File: src/rtl/ram_seq_ctrl_pkg.sv
// ram_seq_ctrl shared types and constants.
// State encoding, RAM geometry and timer sizing helper.
package ram_seq_ctrl_pkg;

   localparam int ADDR_W   = 5;
   localparam int DATA_W   = 4;
   localparam int LAST_IDX = 31;

   typedef enum logic [2:0] {
      IDLE,
      P_ADDR,
      P_SHOW,
      P_GAP,
      C_PREP,
      C_WAIT,
      A_WAIT,
      A_WR
   } state_t;

   // Counter width able to hold the largest (count - 1).
   function automatic int cnt_width(input int a, input int b, input int c);
      int m;
      m = a;
      if (b > m) m = b;
      if (c > m) m = c;
      return (m < 2) ? 1 : $clog2(m);
   endfunction

endpackage

File: src/rtl/ram_seq_ctrl_timer.sv
// seq_timer: loadable down-counter with zero flag and clear.
// Shared by playback on/gap timing and the optional wait timeout.
module seq_timer #(
   parameter int W = 8
) (
   input  logic         clk,
   input  logic         reset,
   input  logic         clear,
   input  logic         load,
   input  logic [W-1:0] load_val,
   output logic         zero
);

   logic [W-1:0] cnt;

   // Count down to zero and hold; load/clear take priority.
   always_ff @(posedge clk) begin
      if (reset) begin
         cnt <= '0;
      end else if (clear) begin
         cnt <= '0;
      end else if (load) begin
         cnt <= load_val;
      end else if (cnt != '0) begin
         cnt <= cnt - W'(1);
      end
   end

   assign zero = (cnt == '0);

endmodule

File: src/rtl/ram_seq_ctrl.sv
// ram_seq_ctrl: playback, check and append on a 32x4 sequence RAM.
// Define RAM_SEQ_CTRL_TIMEOUT_EN to abort idle waits with a miss.
module ram_seq_ctrl
   import ram_seq_ctrl_pkg::*;
#(
   parameter int ON_CYCLES      = 1000,
   parameter int GAP_CYCLES     = 500,
   parameter int TIMEOUT_CYCLES = 5000
) (
   input  logic              clk,
   input  logic              reset,
   input  logic              play_start,
   input  logic              check_start,
   input  logic [ADDR_W-1:0] limit,
   input  logic              btn_valid,
   input  logic [DATA_W-1:0] btn_data,
   input  logic [DATA_W-1:0] ram_q,
   output logic [ADDR_W-1:0] ram_addr,
   output logic              ram_we,
   output logic [DATA_W-1:0] ram_data,
   output logic [DATA_W-1:0] led_out,
   output logic              busy,
   output logic              hit,
   output logic              miss,
   output logic              done,
   output logic              full
);

   localparam int CW =
      cnt_width(ON_CYCLES, GAP_CYCLES, TIMEOUT_CYCLES);

   state_t            state, state_n;
   logic [ADDR_W-1:0] idx, idx_n;
   logic [ADDR_W-1:0] lim, lim_n;
   logic [ADDR_W-1:0] addr_n;
   logic [DATA_W-1:0] data_n, led_n;
   logic              we_n, hit_n, miss_n;
   logic              done_n, full_n;
   logic              t_clr, t_load, t_zero;
   logic [CW-1:0]     t_val;

   seq_timer #(.W(CW)) u_timer (
      .clk      (clk),
      .reset    (reset),
      .clear    (t_clr),
      .load     (t_load),
      .load_val (t_val),
      .zero     (t_zero)
   );

   // State and registered outputs.
   always_ff @(posedge clk) begin
      if (reset) begin
         state    <= IDLE;
         idx      <= '0;
         lim      <= '0;
         ram_addr <= '0;
         ram_we   <= 1'b0;
         ram_data <= '0;
         led_out  <= '0;
         busy     <= 1'b0;
         hit      <= 1'b0;
         miss     <= 1'b0;
         done     <= 1'b0;
         full     <= 1'b0;
      end else begin
         state    <= state_n;
         idx      <= idx_n;
         lim      <= lim_n;
         ram_addr <= addr_n;
         ram_we   <= we_n;
         ram_data <= data_n;
         led_out  <= led_n;
         busy     <= (state_n != IDLE);
         hit      <= hit_n;
         miss     <= miss_n;
         done     <= done_n;
         full     <= full_n;
      end
   end

   // Next state, next outputs and timer control.
   always_comb begin
      state_n = state;
      idx_n   = idx;
      lim_n   = lim;
      addr_n  = ram_addr;
      we_n    = 1'b0;
      data_n  = ram_data;
      led_n   = led_out;
      hit_n   = 1'b0;
      miss_n  = 1'b0;
      done_n  = 1'b0;
      full_n  = full;
      t_clr   = 1'b0;
      t_load  = 1'b0;
      t_val   = '0;
      unique case (state)
         IDLE: begin
            t_clr = 1'b1;
            if (play_start) begin
               state_n = P_ADDR;
               idx_n   = '0;
               lim_n   = limit;
               addr_n  = '0;
               full_n  = 1'b0;
            end else if (check_start) begin
               state_n = C_PREP;
               idx_n   = '0;
               lim_n   = limit;
               addr_n  = '0;
            end
         end
         P_ADDR: begin
            state_n = P_SHOW;
            led_n   = ram_q;
            t_load  = 1'b1;
            t_val   = CW'(ON_CYCLES - 1);
         end
         P_SHOW: begin
            if (t_zero) begin
               state_n = P_GAP;
               led_n   = '0;
               t_load  = 1'b1;
               t_val   = CW'(GAP_CYCLES - 1);
            end
         end
         P_GAP: begin
            if (t_zero) begin
               if (idx == lim) begin
                  state_n = IDLE;
                  done_n  = 1'b1;
               end else begin
                  state_n = P_ADDR;
                  idx_n   = idx + ADDR_W'(1);
                  addr_n  = idx + ADDR_W'(1);
               end
            end
         end
         C_PREP: begin
            state_n = C_WAIT;
`ifdef RAM_SEQ_CTRL_TIMEOUT_EN
            t_load  = 1'b1;
            t_val   = CW'(TIMEOUT_CYCLES - 1);
`endif
         end
         C_WAIT: begin
            if (btn_valid) begin
               if (btn_data != ram_q) begin
                  state_n = IDLE;
                  miss_n  = 1'b1;
               end else if (idx != lim) begin
                  state_n = C_PREP;
                  idx_n   = idx + ADDR_W'(1);
                  addr_n  = idx + ADDR_W'(1);
               end else begin
                  hit_n = 1'b1;
                  if (lim == ADDR_W'(LAST_IDX)) begin
                     state_n = IDLE;
                     full_n  = 1'b1;
                  end else begin
                     state_n = A_WAIT;
`ifdef RAM_SEQ_CTRL_TIMEOUT_EN
                     t_load  = 1'b1;
                     t_val   = CW'(TIMEOUT_CYCLES - 1);
`endif
                  end
               end
            end
`ifdef RAM_SEQ_CTRL_TIMEOUT_EN
            else if (t_zero) begin
               state_n = IDLE;
               miss_n  = 1'b1;
            end
`endif
         end
         A_WAIT: begin
            if (btn_valid) begin
               state_n = A_WR;
               we_n    = 1'b1;
               addr_n  = lim + ADDR_W'(1);
               data_n  = btn_data;
            end
`ifdef RAM_SEQ_CTRL_TIMEOUT_EN
            else if (t_zero) begin
               state_n = IDLE;
               miss_n  = 1'b1;
            end
`endif
         end
         A_WR: begin
            state_n = IDLE;
            done_n  = 1'b1;
         end
         default: begin
            state_n = IDLE;
         end
      endcase
   end

endmodule
File: config.mk
export PLATFORM = sky130hd
export DESIGN_NAME = ram_seq_ctrl
export DESIGN_NICKNAME = d
export VERILOG_FILES = /design/src/rtl/ram_seq_ctrl_pkg.sv /design/src/rtl/ram_seq_ctrl_timer.sv /design/src/rtl/ram_seq_ctrl.sv
export SDC_FILE = /design/constraint.sdc
export NUM_CORES = 1
export LEC_CHECK = 0
export BUFFER_PORTS_ARGS = -buffer_cell sky130_fd_sc_hd__buf_4
export CAP_MARGIN = 10
export CORE_MARGIN = 3
export CORE_UTILIZATION = 40
export CTS_BUF_LIST = sky130_fd_sc_hd__clkbuf_4 sky130_fd_sc_hd__clkbuf_8 sky130_fd_sc_hd__clkbuf_16
export DETAILED_ROUTE_END_ITERATION = 6
export GPL_ROUTABILITY_DRIVEN = 0
export SYNTH_ARGS = -nofsm -noshare
export SYNTH_HDL_FRONTEND = slang
export SYNTH_SLANG_ARGS = --single-unit
File: constraint.sdc
create_clock -name clk -period 3.31 [get_ports clk]
set_input_delay 0.662 -clock clk [delete_from_list [all_inputs] [get_ports clk]]
set_output_delay 0.662 -clock clk [all_outputs]
set_load 0.02 [all_outputs]
* Word-level counts from Yosys, hierarchy flattened *
Cells that the tools add are included.

cells by class
  $add $sub $neg = 3
  equal/unequal tests = 22
  muxes and demuxes = 44
  bitwise logic cells = 3
  reduce and logical (&&, ||, !) cells = 20

operator list
  kind                                                 number
  two-way mux 5 bit                                    10
  two-way mux 3 bit                                    9
  two-way mux 13 bit                                   2
  case mux 3 bit (8 select lines)                      1
  inequality test 2 bit (second input constant)        10
  case mux 10 bit (2 select lines)                     1
  case mux 5 bit (4 select lines)                      1
  case mux 5 bit (3 select lines)                      1
  logical NOT 13 bit                                   1
  two-way mux 1 bit                                    13
  nonzero test 13 bit                                  1
  subtractor 13 x 1 -> 13 bit (second input constant)  1
  == test 3 bit (second input constant)                4
  adder 5 x 1 -> 5 bit (second input constant)         2
  two-way mux 9 bit                                    1
  case mux 4 bit (2 select lines)                      1
  AND reduction 8 bit                                  1
  nonzero test 2 bit                                   4
  AND reduction 7 bit                                  1
  == test 3 x 2 -> 1 bit (second input constant)       2
  case mux 1 bit (2 select lines)                      3
  AND reduction 2 bit                                  3
  AND reduction 6 bit                                  1
  nonzero test 3 bit                                   2
  other kinds (13)                                     16

storage, ports and cells
  register bits = 45
  output and inout port bits = 19
  logic and storage cells = 105

* Logic depth before layout (Yosys ltp) *
  depth after elaboration = 7
  gate-level depth with buffers = 10

* Hierarchy *
From an unflattened synthesis, not the netlist that was laid out.

second synthesis, totals
  cells, all modules = 288
  area, all modules = 2404.8 um^2

by module, submodules not included
  module        instances  cells an instance  area an instance (um^2)
  ram_seq_ctrl  1          197                1639.1
  seq_timer     1          91                 765.7

* Least setup slack after synthesis *
Ideal clock, no wire load.

  path kind = input-to-reg
  start = in btn_data[1]
  end = reg ram_addr[3]
  arrival = 2.022 ns
  required time = 3.182 ns
  path slack = 1.160 ns
  stages = 7
  buffers on the path = 1
  path through = xor2_1 nor4_2 o21ai_1 and4bb_1 buf_2 mux2i_1 nor2_1

on the way
  longest elaborated chain between the ends = 3

ends and longest elaborated chain
  item                             line                 RTL
  start, declared                  ram_seq_ctrl.sv:16   input logic [DATA_W-1:0] btn_data,
  inequality test 4 bit            ram_seq_ctrl.sv:149  if (btn_data != ram_q) begin
  inequality test 2 bit (no line)  n/a
  AND reduction 8 bit (no line)    n/a
  end signal, assigned             ram_seq_ctrl.sv:70   ram_addr <= addr_n;
  end, declared                    ram_seq_ctrl.sv:18   output logic [ADDR_W-1:0] ram_addr,

Every way passes these cells.
A chain may end at the register's enable or synchronous reset.

* Worst setup path after layout *
  start = reg u_timer.cnt[0]
  end = reg ram_addr[0]

on the way
  longest elaborated chain between the ends = 3

ends and longest elaborated chain
  item                             line                      RTL
  start, declared                  ram_seq_ctrl_timer.sv:14  logic [W-1:0] cnt;
  start signal, assigned           ram_seq_ctrl_timer.sv:23  cnt <= load_val;
  start signal, assigned           ram_seq_ctrl_timer.sv:25  cnt <= cnt - W'(1);
  logical NOT 13 bit               ram_seq_ctrl_timer.sv:29  assign zero = (cnt == '0);
  inequality test 2 bit (no line)  n/a
  AND reduction 8 bit (no line)    n/a

Every way passes these cells.

==> results.tsv <==
stage	metric	value	unit
clock_tree	CTS Hold Buffers Added	0	
min_path	Hold Startpoint	ram_addr[2]$_SDFFE_PP0P_	
sta	setup violators final	0	
power	sequential power share	33.1	%
cells_and_area	FILL cells	512	
logic_synthesis	cell accounting for the most synthesized area	dfxtp_1	
route	DR DRC count	0	
logic_synthesis	post-synth top area share	39.6	%
logic_synthesis	Synth warnings	0	
setup_path	CP startpoint	u_timer.cnt[0]$_SDFFE_PP0P_	
floorplan	Starting Density	42.9	%
setup_path	Worst setup EP type	flop	
clock_tree	total CTS buffers	5	
setup_path	R2R setup slack	0.95	ns
logic_synthesis	Synth async-reset ratio	0	%
cells_and_area	fin cells	365	
place	DP HPWL	3.88	mm
min_path	Worst Hold Endpoint	ram_addr[2]$_SDFFE_PP0P_	
grt	pin count of the biggest net entering global routing	35	
place	PortBufs	36	
grt	grt ovf	0	
grt	global-route wire length before repair	8.86	mm
route	routed via count	1989	
clock_tree	H-tree Lvls	2	
logic_synthesis	post-synthesis sequential area ratio	39.6	%
flow_run	max_cap viols	0	
power	PD cells	844	nW/um2
sta	fmax	423	MHz
grt	Total GRT Usage	17.3	%
power	maximum VDD drop	573	uV
cells_and_area	n_diodes	0	
grt	initial antenna violation count	0	
setup_path	r2r startpoint	u_timer.cnt[0]$_SDFFE_PP0P_	
logic_synthesis	syn nets	284	
place	Placed Instances	357	
floorplan	Die W	81.4	um
sta	Pins Over Slew Limit	0	
clock_tree	clock-pin slew on the worst setup and hold paths	0.09	ns
setup_path	end of the worst register-to-register path	ram_addr[0]$_SDFFE_PP0P_	
logic_synthesis	Yosys reg bits	45	
floorplan	total I/O pin count	37	
sta	RSZ-0062 raised after global routing	false	
power	Lkg Pwr	1.16	nW
route	drt via density	5.45	
place	placed inst area	2580	um2
clock_tree	Clock Tree Root	clkbuf_8	
clock_tree	post-CTS setup buffer count	0	
clock_tree	Sink Count	45	
setup_path	CP Cell Sequence	inv_1 -> ha_1 -> nor4b_4 -> and4b_1 -> nor2_1 -> and4bb_1 -> o221a_2 -> nor3_1	
cells_and_area	share of post-route cells with drive strength above 1	17.6	%
logic_synthesis	Mapped Avg Cell Area	8.69	um2
clock_tree	PostCTS Resize Cnt	0	
setup_path	R2R depth	8	
setup_path	crit-path max cell delay	0.47	ns
sta	Setup Skew	0.00896	ns
logic_synthesis	most frequent cell after synthesis	dfxtp_1	
logic_synthesis	Commonest cells post-synth	45 x dfxtp_1, 44 x nor2_1, 19 x a21oi_1	
cells_and_area	final net count	316	
cells_and_area	Finished Cell Area	2680	um2
power	Clk pwr share	16.5	%
setup_path	slowest CP cell	and4b_1	
logic_synthesis	Area contributors post-synth	dfxtp_1 40%, nor2_1 7.3%, xor2_1 6.5%	
floorplan	row count	26	
status	status	complete, no violations	
power	cell internal pwr	0.00131	W
power	sw power	0.000956	W
clock_tree	Clock Latency Late Sink	0.30	ns
logic_synthesis	Yosys cell types	49	
logic_synthesis	Mapped Cells	262	
route	routed len/inst	14.5	um
power	Switching Share	42.2	%
setup_path	Setup Crit Path Kind	flop to flop	
setup_path	Worst EP required	3.49	ns
setup_path	crit path max fanout	9	
route	antenna viol nets, final	0	
power	Logic pwr share	50.3	%
floorplan	die area	6630	um2
sta	Setup TNS	0	ns
grt	vias in the first global route	1848	
setup_path	crit path launch type	flop	
cells_and_area	Core Util, Final	50.6	%
sta	Hold Vio Cnt, Final	0	
floorplan	Die H	81.4	um
sta	Worst Tran Pin Value	0.756	ns
sta	Rel. slew slack	49.6	%
route	Initial DRT Pass Iterations	4	
clock_tree	CTS tree	built	
power	Total Power	0.00226	W
logic_synthesis	EDFF count, synth	0	
floorplan	core area	5300	um2
cells_and_area	P&R area growth vs syn	17.9	%
sta	crit share post-route	71.4	%
route	DR iter-0 viols	158	
min_path	worst hold path class	flop to flop	
sta	Tmin final	2.36	ns
logic_synthesis	ys flop type	dfxtp_1	
clock_tree	deepest clock path buffer count	2	
setup_path	arrival time worst endpoint	2.54	ns
route	DRT Wirelength	5.30	mm
logic_synthesis	cell area after synthesis	2280	um2
min_path	hold depth	2	
==> power groups by stage <==
| stage | logic [W] | registers, W | clock network (W) |
|---|---|---|---|
| final | 0.00114 | 0.000750 | 0.000374 |
| after global routing | 0.00130 | 0.000766 | 0.000404 |
| after CTS | 0.00115 | 0.000749 | 0.000386 |
| after detailed placement | 0.00114 | 0.000762 | 0 |
| after global placement | 0.00113 | 0.000761 | 0 |
| after floorplan | 0.000905 | 0.000763 | 0 |
==> sequential cells by signal, indices dropped and copies added, names as in the netlist <==
| register | flops |
|---|---|
| u_timer.cnt | 13 |
| idx | 5 |
| lim | 5 |
| ram_addr | 5 |
| led_out | 4 |
| ram_data | 4 |
| state | 3 |
| busy | 1 |
| done | 1 |
| full | 1 |
| hit | 1 |
| miss | 1 |
| ram_we | 1 |
==> logic make-up (layout without fill, tap and decap cells) <==
kind of cell	Yosys count	after routing	synth area share [%]
AND/OR/NAND/NOR	112	112	26.7
AO/OA/AOI/OAI	52	52	15.0
flip-flops	45	45	39.6
XOR/XNOR	21	21	8.08
buffers and inverters	16	49	3.13
multiplexers	12	12	5.28
adder cells (fa/ha/maj)	4	4	2.20
==> worst max-delay path by stage <==
stage | endpoint | slack (ns) | depth (start not counted)
2_1_floorplan | ram_addr[3]$_SDFFE_PP0P_ | 1.16 | 7
3_3_place_gp | ram_addr[2]$_SDFFE_PP0P_ | 0.79 | 7
3_5_place_dp | ram_addr[0]$_SDFFE_PP0P_ | 0.73 | 7
4_1_cts | busy$_SDFF_PP0_ | 0.91 | 8
5_1_grt | ram_addr[1]$_SDFFE_PP0P_ | 0.68 | 6
6_report | ram_addr[0]$_SDFFE_PP0P_ | 0.95 | 8
==> layer usage <==
metal / up-vias / part of all wire, % / wire [um] / global-route usage (%)
met5: - / 0 / 0 / 0
met4: 0 / 0.94 / 50 / 5.24
met3: 6 / 8.3 / 439 / 5.59
met2: 65 / 42 / 2230 / 25.1
met1: 913 / 49 / 2580 / 24.4
li1: 1005 / - / - / -
==> critical path: cells and delay by family (launching register included) <==
| family | cells | cell delay (ns) |
|---|---|---|
| simple gates | 5 | 1.37 |
| fa+ha+maj | 1 | 0.21 |
| flops | 1 | 0.32 |
| buf+inv | 1 | 0.09 |
| compound gates | 1 | 0.25 |
==> stage by stage <==
step	hold WS, ns	worst slack [ns]
6_report	0.495	0.947
5_1_grt	0.521	0.676
4_1_cts	0.500	0.912
3_5_place_dp	0.487	0.727
3_3_place_gp	0.477	0.792
2_1_floorplan	0.487	1.16
==> cell usage in the layout, fill, tap and decap left out, types with 3 or more instances in the layout <==
| cell | count |
|---|---|
| nor2b_1 | 4 |
| xnor2_1 | 4 |
| nor3_1 | 10 |
| inv_1 | 5 |
| o21ai_0 | 6 |
| or4_1 | 3 |
| o21a_1 | 3 |
| o211ai_1 | 3 |
| xor2_1 | 17 |
| nand2_1 | 10 |
| clkbuf_8 | 7 |
| a22oi_1 | 4 |
| nor2_1 | 44 |
| buf_4 | 36 |
| a21oi_1 | 19 |
| nand2b_1 | 7 |
| nand3_1 | 10 |
| mux2i_1 | 12 |
| a211oi_1 | 3 |
| dfxtp_1 | 45 |
| ha_1 | 4 |
| nand4b_1 | 3 |
==> area by class of cell <==
type / count / area (um2) / area share [%]
Inverter: 5 / 18.8 / 0.700
Multi-Input combinational cell: 201 / 1300 / 48.6
Clock buffer: 7 / 96.3 / 3.59
Tap cell: 70 / 87.6 / 3.26
Clock inverter: 1 / 5.00 / 0.187
Timing Repair Buffer: 36 / 270 / 10.1
Sequential cell: 45 / 901 / 33.6
No activity file was read; power rests on OpenSTA's default activity.
